### src/rtl/mux_pkg.sv
// Shared constants and types for the 4:1 mux path and its select arbiter.
package mux_pkg;

  localparam int unsigned N_IN  = 4;
  localparam int unsigned SEL_W = 2;

  typedef enum logic {
    IDLE  = 1'b0,
    GRANT = 1'b1
  } arb_state_t;

  // One-hot decode of a mux select code.
  function automatic logic [N_IN-1:0] onehot(input logic [SEL_W-1:0] idx);
    onehot = N_IN'(1) << idx;
  endfunction

endpackage

### src/rtl/rr_pick4.sv
// Circular first-set search over four requests starting at a given index.
module rr_pick4
  import mux_pkg::*;
(
  input  logic [N_IN-1:0]  req,
  input  logic [SEL_W-1:0] start,
  output logic             found,
  output logic [SEL_W-1:0] idx
);

  logic [SEL_W-1:0] cand;

  // Walk offsets from farthest to nearest so the nearest set bit wins.
  always_comb begin
    found = |req;
    idx   = start;
    cand  = start;
    for (int k = int'(N_IN) - 1; k >= 0; k--) begin
      cand = start + SEL_W'(k);
      if (req[cand]) idx = cand;
    end
  end

endmodule

### src/rtl/rr_sel_arbiter4.sv
// Round-robin arbiter driving the 4:1 mux select with a minimum grant dwell.
module rr_sel_arbiter4
  import mux_pkg::*;
#(
  parameter int unsigned DWELL = 4,
  parameter int unsigned CW    = $clog2(DWELL + 1)
) (
  input  logic             clk,
  input  logic             rst,
  input  logic [N_IN-1:0]  req,
  input  logic             lock,
  output logic [SEL_W-1:0] sel,
  output logic [N_IN-1:0]  grant,
  output logic             valid,
  output logic             switch
);

  arb_state_t       state;
  arb_state_t       state_nxt;
  logic [SEL_W-1:0] ptr;
  logic [SEL_W-1:0] ptr_nxt;
  logic [CW-1:0]    cnt;
  logic [CW-1:0]    cnt_nxt;
  logic [SEL_W-1:0] sel_nxt;
  logic [N_IN-1:0]  grant_nxt;
  logic             valid_nxt;
  logic             switch_nxt;

  logic [SEL_W-1:0] start;
  logic             found;
  logic [SEL_W-1:0] idx;
  logic             dropped;
  logic             expired;
  logic             take;

  // Idle searches from the priority pointer, rotation searches past the holder.
  assign start   = (state == IDLE) ? ptr : sel + SEL_W'(1);
  assign dropped = !req[sel];
  assign expired = (cnt == CW'(DWELL)) && !lock;

  rr_pick4 u_pick (
    .req   (req),
    .start (start),
    .found (found),
    .idx   (idx)
  );

  // State register.
  always_ff @(posedge clk) begin
    if (rst) state <= IDLE;
    else     state <= state_nxt;
  end

  // Next-state: enter GRANT on any request, leave only when the holder drops alone.
  always_comb begin
    state_nxt = state;
    case (state)
      IDLE:    if (found) state_nxt = GRANT;
      GRANT:   if (dropped && !found) state_nxt = IDLE;
      default: state_nxt = IDLE;
    endcase
  end

  // Next output/datapath values; a drop outranks expiry, lock only blocks expiry.
  always_comb begin
    take       = 1'b0;
    sel_nxt    = sel;
    grant_nxt  = grant;
    valid_nxt  = valid;
    switch_nxt = 1'b0;
    cnt_nxt    = cnt;
    ptr_nxt    = ptr;
    case (state)
      IDLE: begin
        if (found) take = 1'b1;
      end
      GRANT: begin
        if (dropped) begin
          if (found) begin
            take = 1'b1;
          end else begin
            grant_nxt = '0;
            valid_nxt = 1'b0;
            cnt_nxt   = '0;
          end
        end else if (expired) begin
          take = 1'b1;
        end else begin
          cnt_nxt = (cnt == CW'(DWELL)) ? cnt : cnt + CW'(1);
        end
      end
      default: begin
        grant_nxt = '0;
        valid_nxt = 1'b0;
      end
    endcase
    if (take) begin
      sel_nxt    = idx;
      grant_nxt  = onehot(idx);
      valid_nxt  = 1'b1;
      switch_nxt = (idx != sel);
      cnt_nxt    = CW'(1);
      ptr_nxt    = idx + SEL_W'(1);
    end
  end

  // Output and datapath registers.
  always_ff @(posedge clk) begin
    if (rst) begin
      sel    <= '0;
      grant  <= '0;
      valid  <= 1'b0;
      switch <= 1'b0;
      cnt    <= '0;
      ptr    <= '0;
    end else begin
      sel    <= sel_nxt;
      grant  <= grant_nxt;
      valid  <= valid_nxt;
      switch <= switch_nxt;
      cnt    <= cnt_nxt;
      ptr    <= ptr_nxt;
    end
  end

endmodule
### config.mk
export PLATFORM = sky130hd
export DESIGN_NAME = rr_sel_arbiter4
export DESIGN_NICKNAME = d
export VERILOG_FILES = /design/src/rtl/mux_pkg.sv /design/src/rtl/rr_pick4.sv /design/src/rtl/rr_sel_arbiter4.sv
export SDC_FILE = /design/constraint.sdc
export NUM_CORES = 1
export LEC_CHECK = 0
export ABC_AREA = 1
export CORE_AREA = 2 2 60 62
export DETAILED_ROUTE_END_ITERATION = 6
export DIE_AREA = 0 0 62 64
export GPL_ROUTABILITY_DRIVEN = 0
export RECOVER_POWER = 50
export SLEW_MARGIN = 20
export SYNTH_ARGS = -nofsm -noshare
export SYNTH_HDL_FRONTEND = slang
export SYNTH_SLANG_ARGS = --single-unit
### constraint.sdc
create_clock -name clk -period 2.7 [get_ports clk]
set_input_delay 0.54 -clock clk [delete_from_list [all_inputs] [get_ports clk]]
set_output_delay 0.54 -clock clk [all_outputs]
set_load 0.01 [all_outputs]
==> results of run 1 <==
[cells by family (layout without fill, tap and decap cells)]
kind of cell | count (synthesis) | in the layout
AND/OR/NAND/NOR | 76 | 76
AO/OA/AOI/OAI | 27 | 27
buffers and inverters | 25 | 44
flip-flops | 14 | 14
adder cells (fa/ha/maj) | 2 | 2
XOR/XNOR | 1 | 1
[worst paths after layout]
check            from       end  slack [ns]  depth (start not counted)
max            req[2]  grant[3]        0.36                         11
max reg2reg     state  grant[1]        0.59                         11
min reg2reg  grant[1]  grant[1]        0.46                          2
min          grant[1]  grant[1]        0.46                          2
[synthesized netlist by cell type]
cell type / number / area share (%)
nand2_1: 31 / 12
inv_1: 23 / 8.9
dfxtp_1: 14 / 29
nand3_1: 12 / 6.2
nand2_2: 10 / 6.4
nor2_1: 9 / 3.5
o21ai_0: 9 / 4.6
a21oi_1: 6 / 3.1
nand3_2: 5 / 5.1
o21ai_1: 4 / 2.1
o21ai_2: 4 / 3.6
nand2_4: 3 / 3.5
nand4_1: 3 / 1.9
ha_1: 2 / 2.6
o22ai_1: 2 / 1.3
a211oi_1: 1 / 0.77
and2_4: 1 / 0.90
buf_8: 1 / 1.5
inv_2: 1 / 0.39
nor2_2: 1 / 0.64
o211ai_1: 1 / 0.77
or2_2: 1 / 0.64
xor2_1: 1 / 0.90
[through the flow]
| stage | total power, mW | hold slack (ns) | cells | utilization [%] |
|---|---|---|---|---|
| 3_3_place_gp | 1.17 | 0.454 | 206 | 35.7 |
| 5_1_grt | 1.46 | 0.505 | 210 | 36.6 |
| 4_1_cts | 1.35 | 0.467 | 210 | 36.8 |
| 2_1_floorplan | 0.970 | 0.436 | 145 | - |
| 6_report | 1.31 | 0.463 | 210 | 36.6 |
| 3_5_place_dp | 1.19 | 0.455 | 206 | 35.7 |
[layer usage]
metal	vias to the layer above	track usage (%)	routed length, um
li1	509	-	-
met1	429	15.6	996
met2	18	21.9	1070
met3	2	1.82	92
met4	0	6.38	17
met5	-	0	0
[power groups by stage]
stage / logic, mW / registers, mW / clock network [mW]
floorplan: 0.618 / 0.352 / 0
global placement: 0.829 / 0.341 / 0
detailed placement: 0.849 / 0.343 / 0
CTS: 0.853 / 0.338 / 0.155
global route: 0.952 / 0.346 / 0.165
finish: 0.830 / 0.334 / 0.148
[critical path, stage by stage]
cell and delay, ns:
dlygate4sd3_1 0.59, inv_1 0.09, o21ai_0 0.21, nand2_1 0.10, nand2_1 0.10, nand3_2 0.11, inv_1 0.11, nor2_1 0.07
nor2_1 0.15, o21ai_0 0.25, o22ai_1 0.22
[registers in the layout, summed over array words and instances (netlist names)]
signal  flops
grant       4
cnt         3
ptr         2
sel         2
state       1
switch      1
valid       1
[cell type report]
type | instances | area share (%)
well taps | 46 | 4.78
inverters | 24 | 7.48
flip-flops and latches | 14 | 23.3
multi-input cells | 106 | 48.9
clock buffers | 4 | 3.01
repair buffers | 16 | 12.6
==> impl_metrics.toml, run 1 <==
[outcome]
outcome = "finished, final reports clean"

[final_layout]
fin_nets = 174
ff_latch_area_um2 = 280
layout_common_cells = "nand2_1 (31), inv_1 (23), dfxtp_1 (14), nand3_1 (12), nand2_2 (10)"
fin_area_mm2 = 0.00120
drive_above_1_share_pct = 18.9
final_common_cell = "nand2_1"
num_antenna_cells = 0
multi_input_area_um2 = 588
fillers = 371
syn2layout_area_growth_pct = 23.6

[hold_path]
hold_class = "flop to flop"

[placed_design]
hpwl_mm = 1.81
dp_slack_ns = 0.148
portBuffers = 14
placed_area_mm2 = 0.00117

[synth]
syn_avg_cell_area_um2 = 6.71
muxShareOfSynthArea_pct = 0
syn-cell-area_um2 = 973
ys_seq_area_share_pct = 28.8
synthCells = 145
synth_compound_area_share_pct = 16.2
synthAdderAreaFrac_pct = 2.57
synth_top_family_by_area = "simple AND/OR/NAND/NOR gates"
synth-xor-area-share_pct = 0.900
yosys_warnings = 0
synthSimpleGateAreaFrac_pct = 40.7
yosysUniqueCellTypes = 23
ys_seq_elements = 14
syn-num-nets = 154

[global_routing]
grtUsageTotal_pct = 13.1
grt_pass1_vias = 975
grt_pass1_wl_mm = 4.00
antenna_found_initial = 0
grt_max_degree = 15
grt_overflow = 0

[sta]
rsz0062_at_grt = "false"
layout_setup_ws_ns = 0.361
finalSetupTns_ns = 0
fmax_mhz = 428
hold_viol_final = 0
fin_skew_ns = 0.00337
slew_viol_final = 0
timing.final.crit_period_ns = 2.34
post-route-period-util_pct = 86.6
tightest_slew_ns = 0.647
slew-limit-headroom_pct = 56.8
setup_viol_count_final = 0

[clock_network]
cts_hold_buf = 0
cts.sinks = 14
numCtsBuffers = 3
root_buffer = "clkbuf_4"
post-cts-setup-buffers = 0
clock_latency_ns = 0.27
htree_levels = 1
clockBufferDepth = 2
path_clk_slew_ns = 0.09
cts_tree = "done"
cts_resized = 0

[floorplan]
start_util_pct = 29.6
coreArea_mm2 = 0.00328
die_w_um = 62
dieArea_mm2 = 0.00397
boundaryPins = 15
die_h_um = 64
row_count = 21

[detailed_routing]
vias = 958
via_per_inst = 4.56
ant_nets = 0
drc = 0
first_pass_iters = 4
avgRoutedWirePerCell_um = 10.4
drt_wl_total_mm = 2.18
drtIter0Drc = 82

[setup_path]
required_ns = 2.90
cp_max_fo = 4
cp.arrival_ns = 2.54
critPathKind = "input port to flop"
end_kind = "flop"
start_kind = "input port"

[pwr]
swShare_pct = 48.1
clkPwrFrac_pct = 11.3
vdd_drop_max_mv = 0.438
p_leak_nw = 0.589
seqPwrFrac_pct = 25.4
internal-power_mw = 0.681
comb_power_share_pct = 63.2
p_per_area_mw_per_mm2 = 1090
p_switching_mw = 0.632

[job]
drv_cap = 0
No activity file was read; power rests on OpenSTA's default activity.
==> run 2: changes to the inputs <==
--- a/config.mk
+++ b/config.mk
@@ -5,10 +5,11 @@
 export SDC_FILE = /design/constraint.sdc
 export NUM_CORES = 1
 export LEC_CHECK = 0
-export ABC_AREA = 1
-export CORE_AREA = 2 2 60 62
+export ABC_AREA = 0
+export CAP_MARGIN = 20
+export CORE_AREA = 2 2 57 59
 export DETAILED_ROUTE_END_ITERATION = 6
-export DIE_AREA = 0 0 62 64
+export DIE_AREA = 0 0 59 61
 export GPL_ROUTABILITY_DRIVEN = 0
 export RECOVER_POWER = 50
 export SLEW_MARGIN = 20
==> impl_metrics.toml, run 2 <==
[outcome]
outcome = "finished, final reports clean"

[synth]
synthTopCellsByCount = "dfxtp_1 (14), nand2_1 (11), nor2_1 (10)"
synthCells = 97
syn_avg_cell_area_um2 = 8.90
yosys_most_used_dff = "dfxtp_1"
synth_compound_area_share_pct = 21.9
syn-num-nets = 106
synthSimpleGateAreaFrac_pct = 29.1
synth-xor-area-share_pct = 4.93
synthAdderAreaFrac_pct = 2.90
ys_seq_area_share_pct = 32.5
yosys_warnings = 0
yosysMostFrequentCell = "dfxtp_1"
synth_top_family_by_area = "simple AND/OR/NAND/NOR gates"
ys_seq_elements = 14
netlist.area_leader.share_pct = 32.5
async_flop_share_pct = 0
synth-edff-count = 0
synth_area_leaders = "dfxtp_1 (32%), nand2_1 (4.8%), nor2_1 (4.3%)"
netlist.top_cell.by_area = "dfxtp_1"
muxShareOfSynthArea_pct = 3.77
syn-cell-area_um2 = 863
yosysUniqueCellTypes = 40

[global_routing]
grtUsageTotal_pct = 11.6
grt_pass1_vias = 738
grt_overflow = 0
grt_max_degree = 16
antenna_found_initial = 0
grt_pass1_wl_mm = 3.17

[clock_network]
post-cts-setup-buffers = 0
cts.sinks = 14
clock_latency_ns = 0.28
numCtsBuffers = 3
path_clk_slew_ns = 0.08
cts_hold_buf = 0
clockBufferDepth = 2
htree_levels = 1
cts_tree = "done"
cts_resized = 0
root_buffer = "clkbuf_4"

[detailed_routing]
avgRoutedWirePerCell_um = 12.1
via_per_inst = 4.93
ant_nets = 0
first_pass_iters = 4
vias = 725
drt_wl_total_mm = 1.78
drc = 0
drtIter0Drc = 29

[setup_path]
required_ns = 2.88
end_kind = "flop"
cp_max_fo = 8
rr_worst_depth = 7
cp.arrival_ns = 2.54
critPathKind = "input port to flop"
start_kind = "input port"

[sta]
tightest_slew_ns = 0.472
fmax_mhz = 423
layout_setup_ws_ns = 0.333
fin_skew_ns = 0.00551
hold_viol_final = 0
slew_viol_final = 0
finalSetupTns_ns = 0
timing.final.crit_period_ns = 2.37
slew-limit-headroom_pct = 68.6
setup_viol_count_final = 0
post-route-period-util_pct = 87.7
rsz0062_at_grt = "false"

[floorplan]
start_util_pct = 29.2
die_h_um = 61
boundaryPins = 15
row_count = 20
dieArea_mm2 = 0.00360
coreArea_mm2 = 0.00295
die_w_um = 59

[final_layout]
layout_common_cells = "dfxtp_1 (14), nand2_1 (11), nor2_1 (10), dlygate4sd3_1 (9), inv_1 (6)"
ff_latch_area_um2 = 280
syn2layout_area_growth_pct = 24.2
drive_above_1_share_pct = 14.9
fin_util_pct = 36.3
num_antenna_cells = 0
largest_reg_flops = 4
largestRegisters = "grant x4, cnt x3"
multi_input_area_um2 = 541
final_common_cell = "dfxtp_1"
fin_nets = 124
fillers = 308
top_register = "grant"

[placed_design]
dp_slack_ns = 0.251
hpwl_mm = 1.36
portBuffers = 14

[hold_path]
hold_class = "flop to flop"
hold_path_depth = 2

[pwr]
p_leak_nw = 0.420
p_per_area_mw_per_mm2 = 588
vdd_drop_max_mv = 0.260

[job]
drv_cap = 0
## run 2: worst max-delay path: stages
cell and delay (ns):
dlygate4sd3_1 0.66, nor4_4 0.29, clkbuf_1 0.41, a21oi_1 0.10, nor2_1 0.18, nand2_1 0.09, xnor2_1 0.12, and2_1 0.15
## run 2: report_power, final
| group | total (mW) | internal, mW | switching, mW |
|---|---|---|---|
| sequential | 0.267 | 0.234 | 0.0330 |
| clock | 0.149 | 0.0820 | 0.0665 |
| combinational | 0.215 | 0.110 | 0.104 |
## run 2: final timing paths
| path | to | startpoint | slack (ns) |
|---|---|---|---|
| worst max-delay path | cnt[2] | req[0] | 0.33 |
| worst min-delay path | grant[1] | grant[1] | 0.45 |
| worst min register to register | grant[1] | grant[1] | 0.45 |
| worst max register to register | ptr[1] | state | 0.76 |
## run 2: area by class of cell
class                           instances  share of cell area [%]
Inverter                                6                    2.10
Clock buffer                            4                    3.38
Multi-Input combinational cell         74                    50.4
Tap cell                               33                    3.85
Sequential cell                        14                    26.1
Timing Repair Buffer                   16                    14.1
## run 2: logic make-up (layout without fill, tap and decap cells)
group	after synthesis	count (layout)
simple gates	42	42
compound gates	24	24
flops	14	14
buf+inv	9	26
xor+xnor	4	4
fa+ha+maj	2	2
mux	2	2
## run 2: layer usage
layer / share of wire (%) / track usage [%]
met4: 2.7 / 7.47
met1: 51 / 15.8
met3: 2.5 / 1.49
met5: 0 / 0
met2: 44 / 17.1
## run 2: metrics by stage
stage	total power, mW	area, um^2	hold WS [ns]	std cells
final	0.630	1070	0.451	147
after global routing	0.679	1070	0.487	147
after CTS	0.649	1080	0.457	147
after detailed placement	0.495	1040	0.438	143
after global placement	0.494	1040	0.434	143
after floorplan	0.418	863	0.466	97
